===== config.mk =====
export PLATFORM = sky130hd
export DESIGN_NAME = channel_fifo
export DESIGN_NICKNAME = d
export VERILOG_FILES = /design/src/rtl/channel_fifo.sv
export SDC_FILE = /design/constraint.sdc
export NUM_CORES = 1
export LEC_CHECK = 0
export CORE_ASPECT_RATIO = 0.6
export CORE_UTILIZATION = 38
export DETAILED_ROUTE_END_ITERATION = 7
export GPL_TIMING_DRIVEN = 0
export PLACE_DENSITY = 0.66
export SLEW_MARGIN = 20
export SYNTH_ARGS = -nofsm -noshare
export SYNTH_HDL_FRONTEND = slang
export SYNTH_SLANG_ARGS = --single-unit

===== constraint.sdc =====
create_clock -name clk -period 2.4 [get_ports clk]
set_input_delay 0.6 -clock clk [delete_from_list [all_inputs] [get_ports clk]]
set_output_delay 0.6 -clock clk [all_outputs]
set_load 0.05 [all_outputs]

===== src/rtl/channel_fifo.sv =====
// Valid/ready channel buffer holding up to DEPTH words, one transfer per clock
// in each direction, with fill level and almost-full flag.
module channel_fifo #(
  parameter int unsigned WIDTH = 8,
  parameter int unsigned DEPTH = 4,
  parameter int unsigned AFULL = 3
) (
  input  logic                       clk,
  input  logic                       rst,
  input  logic [WIDTH-1:0]           in_dat,
  input  logic                       in_val,
  output logic                       in_rdy,
  output logic [WIDTH-1:0]           out_dat,
  output logic                       out_val,
  input  logic                       out_rdy,
  output logic [$clog2(DEPTH+1)-1:0] count,
  output logic                       almost_full
);

  localparam int unsigned PW = $clog2(DEPTH);
  localparam int unsigned CW = $clog2(DEPTH+1);

  logic [WIDTH-1:0] mem_q [DEPTH];
  logic [PW-1:0]    wr_ptr_q, wr_ptr_d;
  logic [PW-1:0]    rd_ptr_q, rd_ptr_d;
  logic [CW-1:0]    count_q, count_d;
  logic             push, pop;

  // Handshake flags come from registered state only, so no in->out combinational path.
  assign in_rdy      = !rst && (count_q != CW'(DEPTH));
  assign out_val     = !rst && (count_q != '0);
  assign push        = in_val && in_rdy;
  assign pop         = out_val && out_rdy;
  assign out_dat     = mem_q[rd_ptr_q];
  assign count       = count_q;
  assign almost_full = (count_q >= CW'(AFULL));

  always_comb begin
    wr_ptr_d = wr_ptr_q;
    rd_ptr_d = rd_ptr_q;
    count_d  = count_q;
    if (push) wr_ptr_d = wr_ptr_q + PW'(1);
    if (pop)  rd_ptr_d = rd_ptr_q + PW'(1);
    case ({push, pop})
      2'b10:   count_d = count_q + CW'(1);
      2'b01:   count_d = count_q - CW'(1);
      default: count_d = count_q;
    endcase
  end

  always_ff @(posedge clk) begin
    if (rst) begin
      wr_ptr_q <= '0;
      rd_ptr_q <= '0;
      count_q  <= '0;
    end else begin
      wr_ptr_q <= wr_ptr_d;
      rd_ptr_q <= rd_ptr_d;
      count_q  <= count_d;
    end
  end

  // Storage is not reset; push is already gated by reset through in_rdy.
  always_ff @(posedge clk) begin
    if (push) mem_q[wr_ptr_q] <= in_dat;
  end

endmodule


==> results of run 1 <==
-- layer usage --
metal	routed length, µm	up-vias
li1	-	416
met1	1349	432
met2	1367	20
met3	126	2
met4	19	0
met5	0	-
-- cell families after synthesis --
group / Yosys count / share of synthesized area
flip-flops: 41 / 0.6847
AND/OR/NAND/NOR: 19 / 0.06982
buffers and inverters: 10 / 0.02777
multiplexers: 10 / 0.1231
AO/OA/AOI/OAI: 6 / 0.02402
adder cells (fa/ha/maj): 6 / 0.04955
XOR/XNOR: 4 / 0.02102
-- sequential cells by signal (all words and copies together) (netlist names), named ones only --
signal / cells
count: 3
rd_ptr_q: 2
wr_ptr_q: 2
mem_q: 32
-- synth_stat cells (all sizes together) --
cell type	count	share of area
a21o	1	0.0053
mux2i	1	0.0060
o311ai	1	0.0053
o31ai	1	0.0045
inv	6	0.014
nor3	1	0.0030
a21oi	2	0.0060
buf	3	0.012
xor2	4	0.021
mux4	8	0.11
dfxtp	9	0.11
or3	1	0.0038
o21ai	1	0.0030
clkbuf	1	0.0023
nor3b	2	0.019
ha	5	0.038
nor2	10	0.023
and2	4	0.018
edfxtp	32	0.58
fa	1	0.012
mux2	1	0.0090
nand2b	1	0.0038
-- worst max-delay path, stage by stage --
cell                              delay, ps
sky130_fd_sc_hd__clkdlybuf4s50_1        490
sky130_fd_sc_hd__o31ai_1                120
sky130_fd_sc_hd__nor2_1                 140
sky130_fd_sc_hd__ha_2                   200
sky130_fd_sc_hd__inv_1                   50
sky130_fd_sc_hd__fa_1                   370
sky130_fd_sc_hd__xor2_1                 160
sky130_fd_sc_hd__or3_1                  310
sky130_fd_sc_hd__a21oi_1                140
-- per-stage QoR --
step | hold slack, ps | total power [W] | cell area (µm²) | cells
detailed placement | 521.2 | 0.001173 | 1993 | 181
floorplan | 475.0 | 0.001064 | 1668 | 96
global placement | 490.7 | 0.001162 | 1993 | 181
global route | 573.7 | 0.001748 | 2083 | 188
finish | 537.2 | 0.001672 | 2083 | 188
CTS | 534.5 | 0.001699 | 2105 | 188
-- report_power, final --
| group | switching [W] | internal (W) | total [W] | leakage, nW |
|---|---|---|---|---|
| Combinational | 0.000198 | 0.000120 | 0.000318 | 0.310 |
| Clock | 0.000224 | 0.000309 | 0.000533 | 0.0552 |
| Sequential | 0.0000204 | 0.000801 | 0.000822 | 0.365 |
| Total | 0.000442 | 0.00123 | 0.00167 | 0.730 |
-- worst min path at each step --
stage                                        start                        to  depth (start not counted)
after floorplan           wr_ptr_q[0]$_SDFFE_PP0P_  wr_ptr_q[0]$_SDFFE_PP0P_                          1
after global placement    wr_ptr_q[0]$_SDFFE_PP0P_  wr_ptr_q[0]$_SDFFE_PP0P_                          1
after detailed placement  rd_ptr_q[1]$_SDFFE_PP0P_                 flip-flop                          2
after CTS                    count[2]$_SDFFE_PP0P_     count[2]$_SDFFE_PP0P_                          2
after global routing      wr_ptr_q[0]$_SDFFE_PP0P_  wr_ptr_q[0]$_SDFFE_PP0P_                          1
final                     rd_ptr_q[1]$_SDFFE_PP0P_  rd_ptr_q[1]$_SDFFE_PP0P_                          2
-- area by class of cell --
class | instances | share of cell area
multi-input combinational | 45 | 0.2312
timing repair buffer | 25 | 0.1063
buffer | 3 | 0.01562
tap | 60 | 0.03604
inverter | 6 | 0.01081
clock inverter | 2 | 0.01682
clock buffer | 6 | 0.03483
sequential | 41 | 0.5483
-- repair_timing --
action,in CTS,in global routing
endpoints found under the setup margin,11,11
gates cloned,0,0
gates resized for setup,20,16
==> flow_summary.ini, run 1 <==
[status]
status = complete, no violations

[critical_path]
timing.rr.end = count[2]$_SDFFE_PP0P_
critical_path.startpoint = out_rdy
critPathArrivalTime_ps = 2570
startpoint_type = input port
crit-reg2reg-launch = count[0]$_SDFFE_PP0P_
path_max_fanout = 2
cp_data_required_time_ps = 2620
timing_worst_setup_path_type = in2reg
timing.critical_path.to = count[2]$_SDFFE_PP0P_
setup.worst_path.end_class = flip-flop
timing.reg2reg.worst_path_depth = 10
worst-r2r-setup-slack_ps = 150

[layout]
fin_util = 0.5000
layout_common_cells = sky130_fd_sc_hd__edfxtp_1, sky130_fd_sc_hd__clkdlybuf4s50_1, sky130_fd_sc_hd__nor2_1, sky130_fd_sc_hd__mux4_2, sky130_fd_sc_hd__dfxtp_1
layout.nets = 145
area_occupied_by_multi_input_gates_um2 = 481.7
n_fill_cell = 349
flow.area_growth_from_synthesis_pct = 25.00
antennaDiodeCount = 0
mostFrequentLayoutCell = sky130_fd_sc_hd__edfxtp_1
area.sequential_mm2 = 0.001142
post_route_cells_drive_above_1_share = 0.2969

[clock_network]
worstSkewPairLatency_ps = 280
htree_levels = 2
number_of_buffers_created_by_cts = 5
cts-root-buf = sky130_fd_sc_hd__clkbuf_8
cts-root-to-sink-buffers = 2
cts.sinks = 41
clock_tree_from_tritoncts = built
clk_pin_slew_ps = 80
post-cts-setup-buffer-count = 0
post_cts_hold_buffer_count = 0

[die]
die_height_um = 53.30
design.core.area_mm2 = 0.004167
num_rows = 18
die_area_mm2 = 0.004663
pin_count = 26
initial_utilization = 0.4000
die_w_um = 87.50

[global_route]
grt_most_used_layer = met2
grt_start_max_net_pins = 14
number_of_global_route_vias_before_repair = 920
grt_antenna_before_repair = 0
grt_use_total = 0.1430
grt.met2_usage = 0.2240
first_pass_grt_wire_length_mm = 4.533
grtUsageMet1 = 0.1846
grtUsageMet3 = 0.04680
gr_overflow_total = 0

[synthesis]
post_synth_inst_count = 96
synth.lib_cells_used.distinct = 25
syn-num-nets = 114
syn_area_mm2 = 0.001667
yosys_warnings = 0
syn_avg_cell_area_um2 = 17.36
synth-seq-cells = 41
synth_sequential_area_ratio = 0.6847

[job]
maxCapViolations = 0

[drt]
drtPass1Iterations = 4
routedWlPerCell_um = 15.23
route.vias.total = 870
initialDrtViolationCount = 29
route.detailed.vias_per_inst = 4.628
drtAntennaViolNets = 0
route.detailed.drc = 0
routed_wl_mm = 2.863

[sta]
timing.slew.headroom = 0.6658
timing_hold_violations_final = 0
setup_tns_ps = 0
setup_ws_ps = 47.26
period_needed_ps = 2353
timing_worst_slew_pin_value_ps = 499.7
final-max-slew-violation-count = 0
layout_worst_path_cycle_share = 0.9803
rsz_0062_raised_after_global_routing = true
timing.fmax_ghz = 0.4250
report.final.setup_viol = 0
clock_skew_ps = 5.227

[pwr]
power.static_leakage_nw = 0.7299
cellPowerDensity_mw_per_mm2 = 802.7
ir_drop_v = 0.0002272

[place]
placement.io_buffers = 25
gpl.final_weighted_congestion = 0.7645
dpl.hpwl_mm = 1.949
placement.setup.worst_slack_ps = -537.3

[worst_hold_path]
worst_hold_path_type = reg2reg
No activity file was read; power rests on OpenSTA's default activity.
==> run 2, diff against run 1 <==
Clock period 2.4 ns to 2.9 ns, I/O delays scaled along.
==> run 2 against run 1 <==
  * Highest routed layer unchanged
  * Hold slack better by 4.4 ps
  * Flip-flop and latch count unchanged
  * Die area unchanged
  * Non-clock buffer count up 1
  * Clock skew down 2.2 ps
  * Largest power group unchanged
==> flow_summary.ini, run 2 (synthesis results as in run 1) <==
[global_route]
number_of_global_route_vias_before_repair = 789
grt_use_total = 0.1275
first_pass_grt_wire_length_mm = 3.946
grt_antenna_before_repair = 0
gr_overflow_total = 0
grt_start_max_net_pins = 14

[drt]
route.detailed.vias_per_inst = 4.640
initialDrtViolationCount = 50
route.detailed.drc = 0
drtPass1Iterations = 4
routed_wl_mm = 2.622
drtAntennaViolNets = 0
route.vias.total = 877
routedWlPerCell_um = 13.87

[clock_network]
cts-root-to-sink-buffers = 2
cts-root-buf = sky130_fd_sc_hd__clkbuf_8
worstSkewPairLatency_ps = 290
clock_tree_from_tritoncts = built
clk_pin_slew_ps = 70
number_of_buffers_created_by_cts = 5
post-cts-setup-buffer-count = 0
cts.sinks = 41
htree_levels = 2

[die]
pin_count = 26
design.core.area_mm2 = 0.004167
die_area_mm2 = 0.004663
num_rows = 18
die_height_um = 53.30
die_w_um = 87.50
initial_utilization = 0.4000

[sta]
report.final.setup_viol = 0
timing_hold_violations_final = 0
rsz_0062_raised_after_global_routing = false
setup_ws_ps = 86.42
period_needed_ps = 2814
clock_skew_ps = 3.037
timing.slew.headroom = 0.6564
timing_worst_slew_pin_value_ps = 514.6
timing.fmax_ghz = 0.3554
layout_worst_path_cycle_share = 0.9702
final-max-slew-violation-count = 0

[place]
placed_cells_incl_taps = 181
dpl.hpwl_mm = 1.858
placement.io_buffers = 25
gpl.final_weighted_congestion = 0.7057
placement.setup.worst_slack_ps = -304.8

[pwr]
p_switching_w = 0.0003608
p_seq_frac = 0.524
cellPowerDensity_mw_per_mm2 = 619.5
intPower_w = 0.0009360
fin_total_pwr_w = 0.001297
power.share.combinational = 0.207
power.static_leakage_nw = 0.7773
ir_drop_v = 0.0002512
power.share.switching = 0.2783
clkPwrFrac = 0.269

[layout]
layout.nets = 146
mostFrequentLayoutCell = sky130_fd_sc_hd__edfxtp_1
instances_no_fill = 189
post_route_cells_drive_above_1_share = 0.2016
flow.area_growth_from_synthesis_pct = 25.60
largest_register_ffs = 32
largest_register_by_flop_count = mem_q
layout_common_cells = sky130_fd_sc_hd__edfxtp_1, sky130_fd_sc_hd__clkdlybuf4s50_1, sky130_fd_sc_hd__nor2_1, sky130_fd_sc_hd__dfxtp_1, sky130_fd_sc_hd__mux4_2
antennaDiodeCount = 0

[critical_path]
path_max_fanout = 10
startpoint_type = input port
worst-r2r-setup-slack_ps = 600
slowest_stage = sky130_fd_sc_hd__dlygate4sd2_1
worst_path_largest_cell_delay_ps = 530
timing.rr.end = count[2]$_SDFFE_PP0P_
setup.worst_path.end_class = output port
timing_worst_setup_path_type = in2out
critPathArrivalTime_ps = 2090
path_cells = clkdlybuf4s50_1 -> clkbuf_2 -> nor2_1 -> dlygate4sd2_1
timing.reg2reg.worst_path_depth = 9
cp_data_required_time_ps = 2170
crit-reg2reg-launch = count[2]$_SDFFE_PP0P_

[worst_hold_path]
worst_hold_path_type = reg2reg
hold_end = wr_ptr_q[0]$_SDFFE_PP0P_
critical_hold_path_startpoint = wr_ptr_q[0]$_SDFFE_PP0P_
hold_path_depth = 1

[status]
status = complete, no violations

[job]
maxCapViolations = 0
## run 2: changes by cell type in the layout (fill, tap and decap cells not counted), moves of 3 or more
cell | previous run | this run
sky130_fd_sc_hd__dlymetal6s2s_1 | 1 | 7
sky130_fd_sc_hd__clkdlybuf4s15_2 | 3 | 0
sky130_fd_sc_hd__dlygate4sd2_1 | 0 | 3
sky130_fd_sc_hd__clkbuf_2 | 7 | 1
## run 2: worst max-delay path by stage
stage,start,endpoint,cells past startpoint
3_5_place_dp,rst,out_val,4
4_1_cts,flip-flop,out_dat[6],3
6_report,rst,out_val,4
2_1_floorplan,count[2]$_SDFFE_PP0P_,count[2]$_SDFFE_PP0P_,9
5_1_grt,rst,out_val,4
3_3_place_gp,rst,in_rdy,4
## run 2: metal layers
metal | global-route usage | part of all wire | vias to the layer above
met3 | 0.04524 | 0.053 | 6
met5 | 0 | 0 | -
met1 | 0.1507 | 0.43 | 431
met2 | 0.1966 | 0.49 | 20
met4 | 0.09016 | 0.029 | 0
li1 | - | - | 420
## run 2: metrics by stage
step	TNS [ps]	hold WS (ps)	util	instance area (µm²)
floorplan	0	475.0	-	1667
global placement	-573.6	498.3	0.4781	1992
detailed placement	-704.8	532.6	0.4781	1992
CTS	0	549.5	0.4982	2076
global route	0	577.9	0.5024	2093
finish	0	541.6	0.5024	2093
## run 2: final cells by class
cell class	instances	area, µm²
Tap cell	60	75.07
Fill cell	349	2073
Buffer	4	25.02
Multi-Input combinational cell	45	479.2
Sequential cell	41	1141
Clock buffer	5	68.82
Inverter	6	22.52
Clock inverter	3	17.52
Timing Repair Buffer	25	264.0
## run 2: critical path: cells and delay by family
family / cells / cell delay, ps
simple gates: 1 / 130
buf+inv: 3 / 1240
## run 2: timing repair
| item | 4_1_cts | 5_1_grt |
|---|---|---|
| hold buffers | 0 | 0 |
| resized for setup | 4 | 7 |
| setup endpoints to repair | 3 | 7 |
## run 2: power groups by stage
stage	registers [W]	clock network, W	logic [W]
floorplan	0.000703	0	0.000177
global placement	0.000690	0	0.000270
detailed placement	0.000692	0	0.000278
CTS	0.000679	0.000363	0.000275
global route	0.000682	0.000391	0.000287
finish	0.000679	0.000349	0.000269
